==> config.mk <==
export PLATFORM = sky130hd
export DESIGN_NAME = fifo_pkt_writer_flat
export DESIGN_NICKNAME = d
export VERILOG_FILES = /design/src/rtl/fifo_pkt_writer_pkg.sv /design/src/rtl/fifo_pkt_writer_if.sv /design/src/rtl/fifo_pkt_writer_pkt_space_ctr.sv /design/src/rtl/fifo_pkt_writer.sv /design/src/flat_wrapper.sv
export SDC_FILE = /design/constraint.sdc
export NUM_CORES = 1
export LEC_CHECK = 0
export ABC_CLOCK_PERIOD_IN_PS = 12300
export CORE_MARGIN = 1.5
export CORE_UTILIZATION = 58
export CTS_CLUSTER_SIZE = 14
export DETAILED_ROUTE_END_ITERATION = 8
export PLACE_DENSITY = 0.87
export SYNTH_ARGS = -nofsm -noshare
export SYNTH_HDL_FRONTEND = slang
export SYNTH_SLANG_ARGS = --single-unit
==> constraint.sdc <==
create_clock -name clk_i -period 12.3 [get_ports clk_i]
set_input_delay 2.46 -clock clk_i [delete_from_list [all_inputs] [get_ports clk_i]]
set_output_delay 2.46 -clock clk_i [all_outputs]
set_load 0.02 [all_outputs]
==> src/rtl/fifo_pkt_writer_pkg.sv <==
// Shared types and constants for the packet writer: FSM encoding, header layout, sizing and the
// latched header/descriptor record.
package fifo_pkt_writer_pkg;

    localparam int unsigned DataWidth   = 16;
    localparam int unsigned NumPriority = 8;
    localparam int unsigned SramDepth   = 1024;
    localparam int unsigned MaxPktWords = 64;
    localparam int unsigned Aw          = $clog2(SramDepth);
    localparam int unsigned PrioW       = $clog2(NumPriority);
    localparam int unsigned LenW        = 8;

    // Header word field offsets
    localparam int unsigned PrioLsb = 0;
    localparam int unsigned LenLsb  = 8;

    typedef enum logic [1:0] {
        StIdle,
        StData,
        StDrop,
        StDesc
    } pw_state_e;

    typedef struct packed {
        logic [Aw-1:0]    addr;
        logic [LenW-1:0]  len;
        logic [PrioW-1:0] prio;
    } pkt_hdr_t;

endpackage

==> src/rtl/fifo_pkt_writer_if.sv <==
// Bundles the fifo head, SRAM write port, descriptor handshake and release port of the writer.
interface fifo_pkt_writer_if;
    import fifo_pkt_writer_pkg::*;

    logic                 fifo_ready;
    logic                 fifo_sop;
    logic                 fifo_eop;
    logic                 fifo_vld;
    logic [DataWidth-1:0] fifo_data;
    logic                 next_data;

    logic                 sram_wr_en;
    logic [Aw-1:0]        sram_wr_addr;
    logic [DataWidth-1:0] sram_wr_data;

    logic                 desc_vld;
    logic                 desc_ready;
    logic [Aw-1:0]        desc_addr;
    logic [LenW-1:0]      desc_len;
    logic [PrioW-1:0]     desc_prio;
    logic                 desc_len_err;

    logic                 rel_vld;
    logic [LenW-1:0]      rel_len;

    modport master (
        input  fifo_ready, fifo_sop, fifo_eop, fifo_vld, fifo_data, desc_ready, rel_vld, rel_len,
        output next_data, sram_wr_en, sram_wr_addr, sram_wr_data,
        output desc_vld, desc_addr, desc_len, desc_prio, desc_len_err
    );

    modport slave (
        output fifo_ready, fifo_sop, fifo_eop, fifo_vld, fifo_data, desc_ready, rel_vld, rel_len,
        input  next_data, sram_wr_en, sram_wr_addr, sram_wr_data,
        input  desc_vld, desc_addr, desc_len, desc_prio, desc_len_err
    );

endinterface

==> src/rtl/fifo_pkt_writer_pkt_space_ctr.sv <==
// Tracks unreserved SRAM words: reserve, refund and release combine in one cycle, clamped to the
// ring size; ovf_o flags a clamp.
module fifo_pkt_writer_pkt_space_ctr
    import fifo_pkt_writer_pkg::*;
(
    input  logic            clk_i,
    input  logic            rst_ni,
    input  logic            res_en_i,
    input  logic [LenW-1:0] res_len_i,
    input  logic            ref_en_i,
    input  logic [LenW-1:0] ref_len_i,
    input  logic            rel_vld_i,
    input  logic [LenW-1:0] rel_len_i,
    output logic [Aw:0]     free_words_o,
    output logic            ovf_o
);

    // One spare bit so free + refund + release cannot wrap before the clamp
    localparam int unsigned SumW = Aw + 2;
    localparam logic [SumW-1:0] FullSum = SumW'(SramDepth);
    localparam logic [Aw:0] FullWords = (Aw + 1)'(SramDepth);

    logic [Aw:0]     free_q, free_d;
    logic [SumW-1:0] sum;

    always_comb begin
        sum = SumW'(free_q);
        if (res_en_i) sum = sum - SumW'(res_len_i);
        if (ref_en_i) sum = sum + SumW'(ref_len_i);
        if (rel_vld_i) sum = sum + SumW'(rel_len_i);
        ovf_o  = (sum > FullSum);
        free_d = ovf_o ? FullWords : sum[Aw:0];
    end

    always_ff @(posedge clk_i or negedge rst_ni) begin
        if (!rst_ni) begin
            free_q <= FullWords;
        end else begin
            free_q <= free_d;
        end
    end

    assign free_words_o = free_q;

endmodule

==> src/rtl/fifo_pkt_writer.sv <==
// Drains packets from a first-word-fall-through fifo into the SRAM ring with length-based admission,
// then presents one descriptor per packet to the scheduler.
module fifo_pkt_writer
    import fifo_pkt_writer_pkg::*;
(
    input  logic               clk_i,
    input  logic               rst_ni,
    fifo_pkt_writer_if.master  bus,
    output logic [Aw:0]        free_words_o,
    output logic [15:0]        drop_cnt_o,
    output logic               err_pulse_o
);

    pw_state_e            state_q, state_d;
    pkt_hdr_t             hdr_q, hdr_d;
    logic [Aw-1:0]        wptr_q, wptr_d;
    logic [LenW-1:0]      cnt_q, cnt_d;
    logic                 len_err_q, len_err_d;
    logic [15:0]          drop_cnt_q, drop_cnt_d;
    logic                 wr_en_q, wr_en_d;
    logic [Aw-1:0]        wr_addr_q, wr_addr_d;
    logic [DataWidth-1:0] wr_data_q, wr_data_d;
    logic                 err_q;

    logic                 pop, res_en, ref_en, orphan, space_ovf, admit;
    logic [LenW-1:0]      hdr_len, ref_len;
    logic [PrioW-1:0]     hdr_prio;
    logic [Aw:0]          free_words;

    assign hdr_len  = bus.fifo_data[LenLsb +: LenW];
    assign hdr_prio = bus.fifo_data[PrioLsb +: PrioW];
    assign admit    = (hdr_len != '0) && (hdr_len <= LenW'(MaxPktWords)) &&
                      ((Aw + 1)'(hdr_len) <= free_words);
    // cnt never exceeds the declared length, so the unused reservation is non-negative
    assign ref_len  = hdr_q.len - cnt_q;

    always_comb begin
        state_d    = state_q;
        hdr_d      = hdr_q;
        wptr_d     = wptr_q;
        cnt_d      = cnt_q;
        len_err_d  = len_err_q;
        drop_cnt_d = drop_cnt_q;
        wr_en_d    = 1'b0;
        wr_addr_d  = wr_addr_q;
        wr_data_d  = wr_data_q;
        pop        = 1'b0;
        res_en     = 1'b0;
        ref_en     = 1'b0;
        orphan     = 1'b0;
        unique case (state_q)
            StIdle: begin
                if (bus.fifo_ready) begin
                    pop = 1'b1;
                    if (bus.fifo_sop) begin
                        hdr_d.addr = wptr_q;
                        hdr_d.len  = hdr_len;
                        hdr_d.prio = hdr_prio;
                        cnt_d      = '0;
                        len_err_d  = 1'b0;
                        if (admit) begin
                            res_en  = 1'b1;
                            state_d = StData;
                        end else begin
                            state_d = StDrop;
                            if (drop_cnt_q != 16'hFFFF) drop_cnt_d = drop_cnt_q + 16'd1;
                        end
                    end else begin
                        orphan = 1'b1;
                    end
                end
            end
            StData: begin
                if (bus.fifo_ready) begin
                    if (bus.fifo_sop) begin
                        // Next header is left at the head for IDLE to handle
                        len_err_d = 1'b1;
                        ref_en    = 1'b1;
                        state_d   = StDesc;
                    end else begin
                        pop = 1'b1;
                        if (bus.fifo_eop) begin
                            ref_en  = 1'b1;
                            state_d = StDesc;
                        end else if (bus.fifo_vld) begin
                            if (cnt_q < hdr_q.len) begin
                                wr_en_d   = 1'b1;
                                wr_addr_d = wptr_q;
                                wr_data_d = bus.fifo_data;
                                wptr_d    = wptr_q + 1'b1;
                                cnt_d     = cnt_q + 1'b1;
                            end else begin
                                len_err_d = 1'b1;
                            end
                        end
                    end
                end
            end
            StDrop: begin
                if (bus.fifo_ready) begin
                    if (bus.fifo_sop) begin
                        state_d = StIdle;
                    end else begin
                        pop = 1'b1;
                        if (bus.fifo_eop) state_d = StIdle;
                    end
                end
            end
            StDesc: begin
                if (bus.desc_ready) state_d = StIdle;
            end
            default: state_d = StIdle;
        endcase
    end

    always_ff @(posedge clk_i or negedge rst_ni) begin
        if (!rst_ni) begin
            state_q    <= StIdle;
            hdr_q      <= '0;
            wptr_q     <= '0;
            cnt_q      <= '0;
            len_err_q  <= 1'b0;
            drop_cnt_q <= '0;
            wr_en_q    <= 1'b0;
            wr_addr_q  <= '0;
            wr_data_q  <= '0;
            err_q      <= 1'b0;
        end else begin
            state_q    <= state_d;
            hdr_q      <= hdr_d;
            wptr_q     <= wptr_d;
            cnt_q      <= cnt_d;
            len_err_q  <= len_err_d;
            drop_cnt_q <= drop_cnt_d;
            wr_en_q    <= wr_en_d;
            wr_addr_q  <= wr_addr_d;
            wr_data_q  <= wr_data_d;
            err_q      <= orphan | space_ovf;
        end
    end

    fifo_pkt_writer_pkt_space_ctr u_pkt_space_ctr (
        .clk_i        (clk_i),
        .rst_ni       (rst_ni),
        .res_en_i     (res_en),
        .res_len_i    (hdr_len),
        .ref_en_i     (ref_en),
        .ref_len_i    (ref_len),
        .rel_vld_i    (bus.rel_vld),
        .rel_len_i    (bus.rel_len),
        .free_words_o (free_words),
        .ovf_o        (space_ovf)
    );

    assign bus.next_data    = pop;
    assign bus.sram_wr_en   = wr_en_q;
    assign bus.sram_wr_addr = wr_addr_q;
    assign bus.sram_wr_data = wr_data_q;
    assign bus.desc_vld     = (state_q == StDesc);
    assign bus.desc_addr    = bus.desc_vld ? hdr_q.addr : '0;
    assign bus.desc_len     = bus.desc_vld ? cnt_q : '0;
    assign bus.desc_prio    = bus.desc_vld ? hdr_q.prio : '0;
    assign bus.desc_len_err = bus.desc_vld & ((cnt_q != hdr_q.len) | len_err_q);
    assign free_words_o     = free_words;
    assign drop_cnt_o       = drop_cnt_q;
    assign err_pulse_o      = err_q;

endmodule
==> src/flat_wrapper.sv <==
// flat-port wrapper written by rule: the top's interface ports become plain ports
module fifo_pkt_writer_flat import fifo_pkt_writer_pkg::*;
  (clk_i, rst_ni, free_words_o, drop_cnt_o, err_pulse_o, bus_fifo_ready, bus_fifo_sop, bus_fifo_eop, bus_fifo_vld, bus_fifo_data, bus_desc_ready, bus_rel_vld, bus_rel_len, bus_next_data, bus_sram_wr_en, bus_sram_wr_addr, bus_sram_wr_data, bus_desc_vld, bus_desc_addr, bus_desc_len, bus_desc_prio, bus_desc_len_err);
  fifo_pkt_writer_if bus_i ();
  input  logic clk_i;
  input  logic rst_ni;
  output logic [Aw:0] free_words_o;
  output logic [15:0] drop_cnt_o;
  output logic err_pulse_o;
  input wire logic [$bits(bus_i.fifo_ready)-1:0] bus_fifo_ready;
  input wire logic [$bits(bus_i.fifo_sop)-1:0] bus_fifo_sop;
  input wire logic [$bits(bus_i.fifo_eop)-1:0] bus_fifo_eop;
  input wire logic [$bits(bus_i.fifo_vld)-1:0] bus_fifo_vld;
  input wire logic [$bits(bus_i.fifo_data)-1:0] bus_fifo_data;
  input wire logic [$bits(bus_i.desc_ready)-1:0] bus_desc_ready;
  input wire logic [$bits(bus_i.rel_vld)-1:0] bus_rel_vld;
  input wire logic [$bits(bus_i.rel_len)-1:0] bus_rel_len;
  output wire logic [$bits(bus_i.next_data)-1:0] bus_next_data;
  output wire logic [$bits(bus_i.sram_wr_en)-1:0] bus_sram_wr_en;
  output wire logic [$bits(bus_i.sram_wr_addr)-1:0] bus_sram_wr_addr;
  output wire logic [$bits(bus_i.sram_wr_data)-1:0] bus_sram_wr_data;
  output wire logic [$bits(bus_i.desc_vld)-1:0] bus_desc_vld;
  output wire logic [$bits(bus_i.desc_addr)-1:0] bus_desc_addr;
  output wire logic [$bits(bus_i.desc_len)-1:0] bus_desc_len;
  output wire logic [$bits(bus_i.desc_prio)-1:0] bus_desc_prio;
  output wire logic [$bits(bus_i.desc_len_err)-1:0] bus_desc_len_err;
  assign bus_i.fifo_ready = bus_fifo_ready;
  assign bus_i.fifo_sop = bus_fifo_sop;
  assign bus_i.fifo_eop = bus_fifo_eop;
  assign bus_i.fifo_vld = bus_fifo_vld;
  assign bus_i.fifo_data = bus_fifo_data;
  assign bus_i.desc_ready = bus_desc_ready;
  assign bus_i.rel_vld = bus_rel_vld;
  assign bus_i.rel_len = bus_rel_len;
  assign bus_next_data = bus_i.next_data;
  assign bus_sram_wr_en = bus_i.sram_wr_en;
  assign bus_sram_wr_addr = bus_i.sram_wr_addr;
  assign bus_sram_wr_data = bus_i.sram_wr_data;
  assign bus_desc_vld = bus_i.desc_vld;
  assign bus_desc_addr = bus_i.desc_addr;
  assign bus_desc_len = bus_i.desc_len;
  assign bus_desc_prio = bus_i.desc_prio;
  assign bus_desc_len_err = bus_i.desc_len_err;
  fifo_pkt_writer u_core (.clk_i(clk_i), .rst_ni(rst_ni), .bus(bus_i), .free_words_o(free_words_o), .drop_cnt_o(drop_cnt_o), .err_pulse_o(err_pulse_o));
endmodule
* Word-level counts from Yosys, hierarchy flattened
Cells that the tools add are included.
** Operators by class
- $add $sub $neg :: 7
- $lt $le $gt $ge :: 4
- Equality and inequality tests :: 19
- Muxes and demuxes :: 53
- Bitwise logic cells :: 6
- Reductions and logical operators :: 12
** Operator list (count)
- two-way mux 8 bit :: 8
- two-way mux 12 bit :: 3
- two-way mux 1 bit :: 25
- adder 12 x 8 -> 12 bit :: 2
- two-way mux 2 bit :: 10
- adder 16 x 1 -> 16 bit (second input constant) :: 1
- inequality test 16 bit (second input constant) :: 1
- inequality test 2 bit (second input constant) :: 8
- case mux 8 bit (2 select lines) :: 1
- inequality test 3 bit (second input constant) :: 5
- AND reduction 7 bit :: 2
- greater-than comparator 12 x 11 -> 1 bit (second input constant) :: 1
- subtractor 11 x 8 -> 12 bit :: 1
- less-or-equal comparator 8 x 11 -> 1 bit :: 1
- two-way mux 11 bit :: 1
- adder 10 x 1 -> 10 bit (second input constant) :: 1
- two-way mux 10 bit :: 1
- adder 8 x 1 -> 8 bit (second input constant) :: 1
- less-or-equal comparator 8 x 7 -> 1 bit (second input constant) :: 1
- less-than comparator 8 bit :: 1
- inequality test 8 bit :: 1
- case mux 2 bit (4 select lines) :: 1
- AND reduction 8 bit :: 1
- nonzero test 8 bit :: 1
- 16 further kinds :: 22
** Storage, ports and cells
- Bits in registers :: 97
- Bits of input ports :: 32
- Output and inout bits :: 79
- Logic and storage cells :: 114

* Depth between registers and ports, before layout
Gate-level depths: netlist of run 1.
- Depth after elaboration :: 14
- Gate-level depth with buffers :: 28
- Mapped depth without buffers :: 26

* Hierarchy
From an unflattened synthesis of run 1, not the netlist that was laid out.
** Unflattened totals
- Cells, all modules :: 638
- Area, all modules :: 6556.3 um2
** By module, submodules not included
- fifo_pkt_writer :: instances 1, cells each 401, area an instance 4524.3 um2, seq. area each 2152.1 um2
- fifo_pkt_writer_pkt_space_ctr :: instances 1, cells each 237, area an instance 2031.9 um2, seq. area each 276.5 um2

* Least setup slack after synthesis of run 1
OpenSTA, ideal clock, no wires.
- Kind :: input port to flip-flop
- From :: input port bus_fifo_data[8]
- To :: register u_core.err_q (netlist: u_core.err_pulse_o)
- Setup time :: 0.126 ns
- Data arrival time :: 7.502 ns
- Data required time :: 12.174 ns
- Setup slack :: 4.672 ns
- Stages on the path :: 25
- Path buffers :: 2
- Cell sequence :: ha_1 inv_1 fa_1 nand3_1 a31oi_1 nor2_1 buf_2 nor2_1 mux2_2 ha_1 a21o_1 a31o_1 or3_1 a21oi_1 a31oi_1 ha_1 or3_1 o221ai_1 a21o_1 nor2_1 o22ai_1 nor3_1 or4_4 buf_6 a221o_1
** On the way
- Longest elaborated chain between the ends :: 14
- Elaborated cells on any way between the ends :: 17
- Those cells by class :: 3 x add/sub; 3 x order compare; 7 x mux; 1 x bitwise; 3 x reduce/logical
** RTL lines
- start: declaration :: RTL line flat_wrapper.sv:14 : input wire logic [$bits(bus_i.fifo_data)-1:0] bus_fifo_data;
- less-or-equal comparator 8 x 7 -> 1 bit / nonzero test 8 bit (equally long branches) :: RTL line fifo_pkt_writer.sv:32 : assign admit = (hdr_len != '0) && (hdr_len <= LenW'(MaxPktWords)) &&
- logical AND 1 bit (2 in series) :: RTL line fifo_pkt_writer.sv:32
- two-way mux 1 bit :: RTL line fifo_pkt_writer.sv:61 : if (admit) begin
- two-way mux 1 bit :: RTL line fifo_pkt_writer.sv:55 : if (bus.fifo_sop) begin
- two-way mux 1 bit :: RTL line fifo_pkt_writer.sv:53 : if (bus.fifo_ready) begin
- two-way mux 1 bit :: RTL line fifo_pkt_writer.sv:51 : unique case (state_q)
- two-way mux 12 bit * :: RTL line fifo_pkt_writer_pkt_space_ctr.sv:28 : if (res_en_i) sum = sum - SumW'(res_len_i);
- adder 12 x 8 -> 12 bit :: RTL line fifo_pkt_writer_pkt_space_ctr.sv:29 : if (ref_en_i) sum = sum + SumW'(ref_len_i);
- two-way mux 12 bit * :: RTL line fifo_pkt_writer_pkt_space_ctr.sv:29
- adder 12 x 8 -> 12 bit :: RTL line fifo_pkt_writer_pkt_space_ctr.sv:30 : if (rel_vld_i) sum = sum + SumW'(rel_len_i);
- two-way mux 12 bit * :: RTL line fifo_pkt_writer_pkt_space_ctr.sv:30
- greater-than comparator 12 x 11 -> 1 bit * :: RTL line fifo_pkt_writer_pkt_space_ctr.sv:31 : ovf_o = (sum > FullSum);
- OR 1 bit * :: RTL line fifo_pkt_writer.sv:138 : err_q <= orphan | space_ovf;
- end signal: assignment :: RTL line fifo_pkt_writer.sv:138
- end: declaration :: RTL line fifo_pkt_writer.sv:23 : logic err_q;
Mark *: on every way between the ends. The rest lies on a longest branch, timed or not.
A chain may end at the register's enable or synchronous reset.

* Final worst setup path of run 1
Same ends and word-level chain as after synthesis.

==> metrics.md, run 1 <==
| Metric | Value |
|---|---|
| Status | complete, no violations |
| Final-report hold violation count | 0 |
| Die area | 0.0116 mm^2 |
| Worst Setup Start Kind | primary input |
| Critical path origin | bus_fifo_data[8] |
| Final setup fails | 0 |
| Global routing usage on met2 | 50.6% |
| Post-CTS Hold Fix Bufs | 0 |
| WP data required | 12.61 ns |
| Die width | 108 um |
| EDFF count, synth | 0 |
| Drt total wl | 16900 um |
| Reg-to-Reg Start | u_core.u_pkt_space_ctr.free_words_o[0] |
| Placer Congestion | 0.962 |
| Top_reg_cell synth | dfrtp_1 |
| LEAKAGE | 0.00346 uW |
| Nets | 832 |
| Fin crit share | 71.6% |
| Total CTS buffers | 9 |
| Met3 Track Usage GR | 5.99% |
| # Post-CTS Setup Buffers | 0 |
| Slew Viols, Final | 0 |
| Vias in the first global route | 5349 |
| Arrival time worst endpoint | 9.11 ns |
| DP Cell Count | 883 |
| CTS Root Cell | clkbuf_8 |
| Avg WL per Cell | 18.7 um |
| Total core area | 0.0108 mm^2 |
| ANT nets after route | 0 |
| Post-Syn Instances | 654 |
| First-pass GRT wire length | 27200 um |
| Diodes inserted | 0 |
| Layout cells sized above 1 | 10.5% |
| DR iter-0 viols | 418 |
| Reg-to-reg slack, setup | 5.71 ns |
| FF-to-FF path depth | 26 |
| Max Root-Sink Buffers | 2 |
| Drt pass-1 iters | 5 |
| DP Wirelength | 13000 um |
| Slew Limit Headroom | 35.1% |
| I/O pins | 111 |
| Fraction of registers with async set or reset after synthesis | 100% |
| Worst-path clk slew | 0.10 ns |
| Average cell area after synthesis | 9.76 um^2 |
| Worst slew pin tran | 0.967 ns |
| Post-Syn Area | 0.00638 mm^2 |
| RSZ-0062 raised after global routing | false |
| Met1 usage | 39.7% |
| Peak Freq | 114 MHz |
| Die H | 108 um |
| Gr busiest metal | met2 |
| Post-route DRC | 0 |
| Syn nets | 732 |
| Largest net degree at the start of global routing | 71 |
| CP max FO | 12 |
| Final min period | 8.81 ns |
| Vias | 5415 |
| Row cnt | 38 |
| CP Capture Type | flop |
| Initial Utilization | 59.2% |
| PortBufs | 110 |
| Worst Setup EP | u_core.err_pulse_o |
| Pwr/cell area | 243 mW/mm^2 |
| RR Endpoint | u_core.err_pulse_o |
| CTS resizes | 0 |
| H-tree depth | 3 |
| Min-Delay Path Class | flop to flop |
| Ys Warns | 0 |
| Post-synth top area cell | dfrtp_1 |
| TritonCTS Sinks | 97 |
| Fill count | 827 |
| GRT Resource Usage Total | 30.3% |
| CTS tree | done |
| Peak VDD IR | 0.157 mV |
| Post-synth top area share | 37.6% |
| Layout area overhead | 22.0% |
| Via density | 6.02 |
| Top area cells in the synthesized netlist | dfrtp_1 38%, ha_1 8.2%, mux2_2 7.9% |
| Max-Cap Viols | 0 |
| Clock skew | 0.0152 ns |
| Layout Cells excl Fill | 899 |
| Seq/Total Area, Yosys | 38.0% |
| Setup_tns | 0 ns |
| GR Overflow Total | 0 |
| Synth cell types | 66 |
| Clock Latency Late Sink | 0.38 ns |
| Post-synthesis register bit count | 97 |
| Initial antenna violation count | 0 |
| CP Class | primary input to flop |
-- metrics by stage --
stage                     utilization [%]  setup WS (ns)  cell area, um^2  power (uW)  hold WS, ns
after floorplan                         -           4.67             6380        1300        0.451
after global placement               70.1           3.42             7570        1610        0.471
after detailed placement             70.1           3.25             7570        1640        0.485
after CTS                            72.2           3.59             7790        1890        0.508
after global routing                 72.2           2.84             7790        2030        0.524
final                                72.2           3.49             7790        1900        0.505
-- how the worst min path moves through the flow --
stage | from | end | slack [ns] | cells after the start
finish | u_core.hdr_q[16] | u_core.hdr_q[16] | 0.51 | 1
global placement | u_core.hdr_q[5] | u_core.hdr_q[5] | 0.47 | 2
CTS | u_core.len_err_q | u_core.len_err_q | 0.51 | 2
global route | u_core.bus.sram_wr_data[3] | u_core.bus.sram_wr_data[3] | 0.52 | 1
detailed placement | u_core.len_err_q | u_core.len_err_q | 0.48 | 2
floorplan | u_core.len_err_q | u_core.len_err_q | 0.45 | 2
-- Yosys cell counts, types with 10 or more instances --
master / n
nor2_1: 44
nand2_1: 40
xnor2_1: 37
inv_1: 39
nand4_1: 19
a211oi_1: 10
a21o_1: 13
dfrtp_1: 96
and2_1: 22
mux2_2: 45
ha_1: 42
nand3_1: 17
nor3_1: 22
xor2_1: 14
o21ai_0: 29
clkbuf_1: 13
a21oi_1: 23
-- flip-flops by register name, summed over array words and instances, names as in the netlist --
signal	cells
u_core.err_pulse_o	1
u_core.hdr_q	21
u_core.drop_cnt_o	16
u_core.u_pkt_space_ctr.free_words_o	11
u_core.bus.sram_wr_data	16
u_core.bus.sram_wr_en	1
u_core.state_q	2
u_core.wptr_q	10
u_core.len_err_q	1
u_core.cnt_q	8
u_core.bus.sram_wr_addr	10
-- worst max-delay path, cell delays in order --
cell and delay [ns]:
clkdlybuf4s50_1 0.59, ha_1 0.21, inv_1 0.05, fa_1 0.41, nand3_1 0.15, a31oi_1 0.23, nor2_1 0.66, or3_1 0.22
nand2_1 0.07, ha_1 0.22, fa_1 0.41, a21o_1 0.20, a21oi_1 0.20, xnor2_1 0.10, a211oi_1 0.32, nand2_1 0.13
ha_1 0.33, o21ai_0 0.08, o21bai_1 0.13, a21oi_1 0.10, nand2b_1 0.15, a21o_1 0.22, nor4b_1 0.31, nor3_1 0.11
xnor2_1 0.78, a221o_1 0.29
-- per-layer routing --
layer / wire (um) / vias up
li1: - / 2537
met5: 0 / -
met1: 7380 / 2659
met2: 8060 / 182
met4: 382 / 0
met3: 1030 / 37
-- cells by family after synthesis --
logic type	Yosys count	share of synthesized area, %
AO/OA/AOI/OAI	137	14.9
XOR/XNOR	52	7.25
adder cells (fa/ha/maj)	46	9.48
buffers and inverters	61	3.94
flip-flops	97	38.0
multiplexers	48	8.60
AND/OR/NAND/NOR	213	17.8
-- layout by cell type, fill, tap and decap left out, types with 9 or more instances in the layout --
master           count
dfrtp_1             96
clkdlybuf4s50_1    109
nor2_1              43
nand4_1             19
nand3_1             17
and2_1              22
nor3_1              22
clkbuf_8             9
a21oi_1             23
xor2_1              14
nand2_1             40
a211oi_1            10
o21ai_0             29
inv_1               39
a21o_1              13
xnor2_1             37
mux2_2              45
ha_1                42
-- where the power goes --
part           internal [uW]  switching (uW)  total, uW  leakage (uW)
logic                    503             668       1170       0.00207
registers                403            86.3        489       0.00128
clock network            118             120        237      0.000109
-- cell type report --
cell class                      instances  area [um^2]  area share, %
Clock buffer                           10          128           1.64
Timing Repair Buffer                  111         1110           14.2
Tap cell                              140          175           2.25
Sequential cell                        97         2430           31.2
Multi-Input combinational cell        496         3710           47.6
Inverter                               39          146           1.88
Clock inverter                          6         96.3           1.24
(Power assumes the default switching activity.)
==> inputs of run 2 (changes only) <==
--- a/config.mk
+++ b/config.mk
@@ -5,12 +5,12 @@
 export SDC_FILE = /design/constraint.sdc
 export NUM_CORES = 1
 export LEC_CHECK = 0
-export ABC_CLOCK_PERIOD_IN_PS = 12300
+export ABC_CLOCK_PERIOD_IN_PS = 8700
 export CORE_MARGIN = 1.5
-export CORE_UTILIZATION = 58
+export CORE_UTILIZATION = 54
 export CTS_CLUSTER_SIZE = 14
 export DETAILED_ROUTE_END_ITERATION = 8
-export PLACE_DENSITY = 0.87
+export PLACE_DENSITY = 0.81
 export SYNTH_ARGS = -nofsm -noshare
 export SYNTH_HDL_FRONTEND = slang
 export SYNTH_SLANG_ARGS = --single-unit
==> constraint.sdc (replaced) <==
create_clock -name clk_i -period 8.7 [get_ports clk_i]
set_input_delay 1.74 -clock clk_i [delete_from_list [all_inputs] [get_ports clk_i]]
set_output_delay 1.74 -clock clk_i [all_outputs]
set_load 0.02 [all_outputs]
==> run 2 against run 1 <==
  * Die area increased by 7.2%
  * Clock skew decreased by 0.0070 ns
  * Sequential share of layout area decreased by 0.43 points
  * Critical path type unchanged
  * Flip-flop and latch count unchanged
  * Critical endpoint unchanged
==> metrics.md, run 2 (synthesis results as in run 1) <==
| Metric | Value |
|---|---|
| Status | complete, no violations (unchanged) |
| Layout cells sized above 1 | 11.0% (was 10.5%) |
| Share of total power in sequential cells | 24.9% (was 25.8%) |
| RSZ-0062 raised after global routing | false (unchanged) |
| Vias in the first global route | 5423 (was 5349) |
| Final core occ | 68.9% (was 72.2%) |
| Placer Congestion | 0.956 (was 0.962) |
| DR iter-0 viols | 340 (was 418) |
| Die H | 112 um (was 108 um) |
| H-tree depth | 3 (unchanged) |
| Post-Place Worst Slack | 0.436 ns (was 3.25 ns) |
| P_sw | 1280 uW (was 874 uW) |
| Bufs and invs on worst path | 2 (unchanged) |
| Most common cell after layout, fill and taps aside | clkdlybuf4s50_1 (unchanged) |
| ANT nets after route | 0 (unchanged) |
| Largest net degree at the start of global routing | 51 (was 71) |
| Post-CTS Hold Fix Bufs | 0 (unchanged) |
| Nets | 835 (was 832) |
| Setup ws final | 0.698 ns (was 3.49 ns) |
| Diodes inserted | 0 (unchanged) |
| Max-Cap Viols | 0 (unchanged) |
| Initial Utilization | 55.7% (was 59.2%) |
| Drt pass-1 iters | 5 (unchanged) |
| Hold WS | 0.487 ns (was 0.505 ns) |
| Clock power share | 14.6% (was 12.5%) |
| CTS tree | done (unchanged) |
| Peak Freq | 125 MHz |
| CP max FO | 12 (unchanged) |
| Sw Ratio | 46.1% (about the same) |
| Pwr/cell area | 350 mW/mm^2 (was 243 mW/mm^2) |
| Die area | 0.0125 mm^2 (was 0.0116 mm^2) |
| Final instance area | 0.00790 mm^2 (was 0.00779 mm^2) |
| Worst path max stage delay | 0.64 ns (was 0.78 ns) |
| Max reg flops | 21 (unchanged) |
| Reg area | 0.00243 mm^2 (unchanged) |
| Most flops, register | u_core.hdr_q (unchanged) |
| Final min period | 8.00 ns |
| Vias | 5405 (was 5415) |
| PortBufs | 110 (unchanged) |
| TritonCTS Sinks | 97 (unchanged) |
| CP delay by family, top | simple AND/OR/NAND/NOR gates (unchanged) |
| Area occupied by multi-input gates | 0.00371 mm^2 (unchanged) |
| CP max stage cell | nor2_1 (was xnor2_1) |
| Pint | 1490 uW (was 1020 uW) |
| GRT Resource Usage Total | 27.4% (was 30.3%) |
| Final setup fails | 0 (unchanged) |
| Die width | 112 um (was 108 um) |
| Combinational power share | 60.6% (was 61.7%) |
| CTS resizes | 0 (unchanged) |
| I/O pins | 111 (unchanged) |
| Arrival time worst endpoint | 8.23 ns (was 9.11 ns) |
| DP Wirelength | 12700 um (was 13000 um) |
| Layout area overhead | 23.8% (was 22.0%) |
| CP Class | primary input to flop (unchanged) |
| Via density | 5.97 (was 6.02) |
| Area post-placement | 0.00759 mm^2 (was 0.00757 mm^2) |
| Slew Limit Headroom | 33.1% (was 35.1%) |
| GR Overflow Total | 0 (unchanged) |
| Avg WL per Cell | 18.6 um (was 18.7 um) |
| Max Root-Sink Buffers | 2 (unchanged) |
| Worst slew pin tran | 1.00 ns (was 0.967 ns) |
| Drt total wl | 16800 um (was 16900 um) |
| Row cnt | 39 (was 38) |
| CP Capture Type | flop (unchanged) |
| Post-route DRC | 0 (unchanged) |
| Fill count | 865 (was 827) |
| Clock skew | 0.00815 ns (was 0.0152 ns) |
| Worst-path cell chain | clkdlybuf4s50_1 > ha_1 > inv_1 > fa_1 > nand3_1 > a31oi_1 > nor2_1 > nor2_1 > mux2_2 > ha_1 > a21o_1 > a31o_1 > or3_1 > a21oi_1 > a31oi_1 > ha_1 > or3_1 > o221ai_1 > a21o_1 > nor2_1 > o22ai_1 > nor3_1 > or4_4 > a221o_1 |
| Clock Latency Late Sink | 0.34 ns (was 0.38 ns) |
| Fin crit share | 92.0% |
| Final-report hold violation count | 0 (unchanged) |
| Worst Setup Start Kind | primary input (unchanged) |
| WP data required | 8.93 ns (was 12.61 ns) |
| CTS Root Cell | clkbuf_16 (was clkbuf_8) |
| Setup_tns | 0 ns (unchanged) |
| Min-Delay Path Class | flop to flop (unchanged) |
| Peak VDD IR | 0.250 mV (was 0.157 mV) |
| Total CTS buffers | 9 (unchanged) |
| Worst-path clk slew | 0.08 ns (was 0.10 ns) |
| LEAKAGE | 0.00352 uW (was 0.00346 uW) |
| Most frequent cells in the layout | 109 x clkdlybuf4s50_1, 96 x dfrtp_1, 45 x mux2_2 (unchanged) |
| Total core area | 0.0115 mm^2 (was 0.0108 mm^2) |
| Initial antenna violation count | 0 (unchanged) |
| Slew Viols, Final | 0 (unchanged) |
| First-pass GRT wire length | 27700 um (was 27200 um) |
| # Post-CTS Setup Buffers | 0 (unchanged) |
[run 2: cell types whose count changed in the layout (fill, tap and decap cells not counted), sizes merged]
cell      change
clkinv        +4
buf           +3
bufinv        -2
clkbuf        -1
clkinvlp      -1
[run 2: layer usage]
layer | GRT usage, % | vias to the layer above | routed length, um
met5 | 0 | - | 0
met4 | 6.58 | 0 | 275
met3 | 4.79 | 24 | 1060
met2 | 44.3 | 174 | 7880
met1 | 38.6 | 2662 | 7590
li1 | - | 2545 | -
[run 2: cell type report]
type                    instances  share of cell area (%)
clock inverters                 7                    1.03
well taps                     143                    2.26
inverters                      39                    1.85
flip-flops and latches         97                    30.7
multi-input cells             496                    47.0
clock buffers                   9                    2.85
repair buffers                114                    14.3
[run 2: path summary, 6_finish.rpt]
kind	from	endpoint	slack, ns	cells past startpoint
setup / recovery	bus_fifo_data[8]	u_core.err_pulse_o	0.70	24
hold / removal	u_core.hdr_q[10]	u_core.hdr_q[10]	0.49	2
setup reg to reg	u_core.u_pkt_space_ctr.free_words_o[0]	u_core.err_pulse_o	2.19	24
hold reg to reg	u_core.hdr_q[10]	u_core.hdr_q[10]	0.49	2
max in group asynchronous	rst_ni	u_core.hdr_q[4]	6.22	2
min in group asynchronous	rst_ni	u_core.hdr_q[19]	1.40	1
[run 2: power by group through the flow]
stage | sequential [uW] | combinational, uW | clock (uW)
final | 688 | 1680 | 403
after detailed placement | 692 | 1640 | 0
after global routing | 703 | 1830 | 428
after global placement | 687 | 1590 | 0
after floorplan | 728 | 1100 | 0
after CTS | 685 | 1650 | 412
[run 2: metrics by stage]
step	cells	total power, uW
5_1_grt	905	2960
3_5_place_dp	889	2330
6_report	905	2770
4_1_cts	905	2750
2_1_floorplan	654	1830
3_3_place_gp	889	2280
[run 2: worst register-to-register path, cell delays in order (launching register included)]
cell	delay (ns)
dfrtp_1	0.46
inv_1	0.09
ha_1	0.14
inv_1	0.05
fa_1	0.40
nand3_1	0.15
a31oi_1	0.20
nor2_1	0.64
nor2_1	0.16
mux2_2	0.31
ha_1	0.34
a21o_1	0.22
a31o_1	0.22
or3_1	0.35
a21oi_1	0.15
a31oi_1	0.12
ha_1	0.31
or3_1	0.37
o221ai_1	0.22
a21o_1	0.21
nor2_1	0.06
o22ai_1	0.20
nor3_1	0.09
or4_4	0.58
a221o_1	0.37
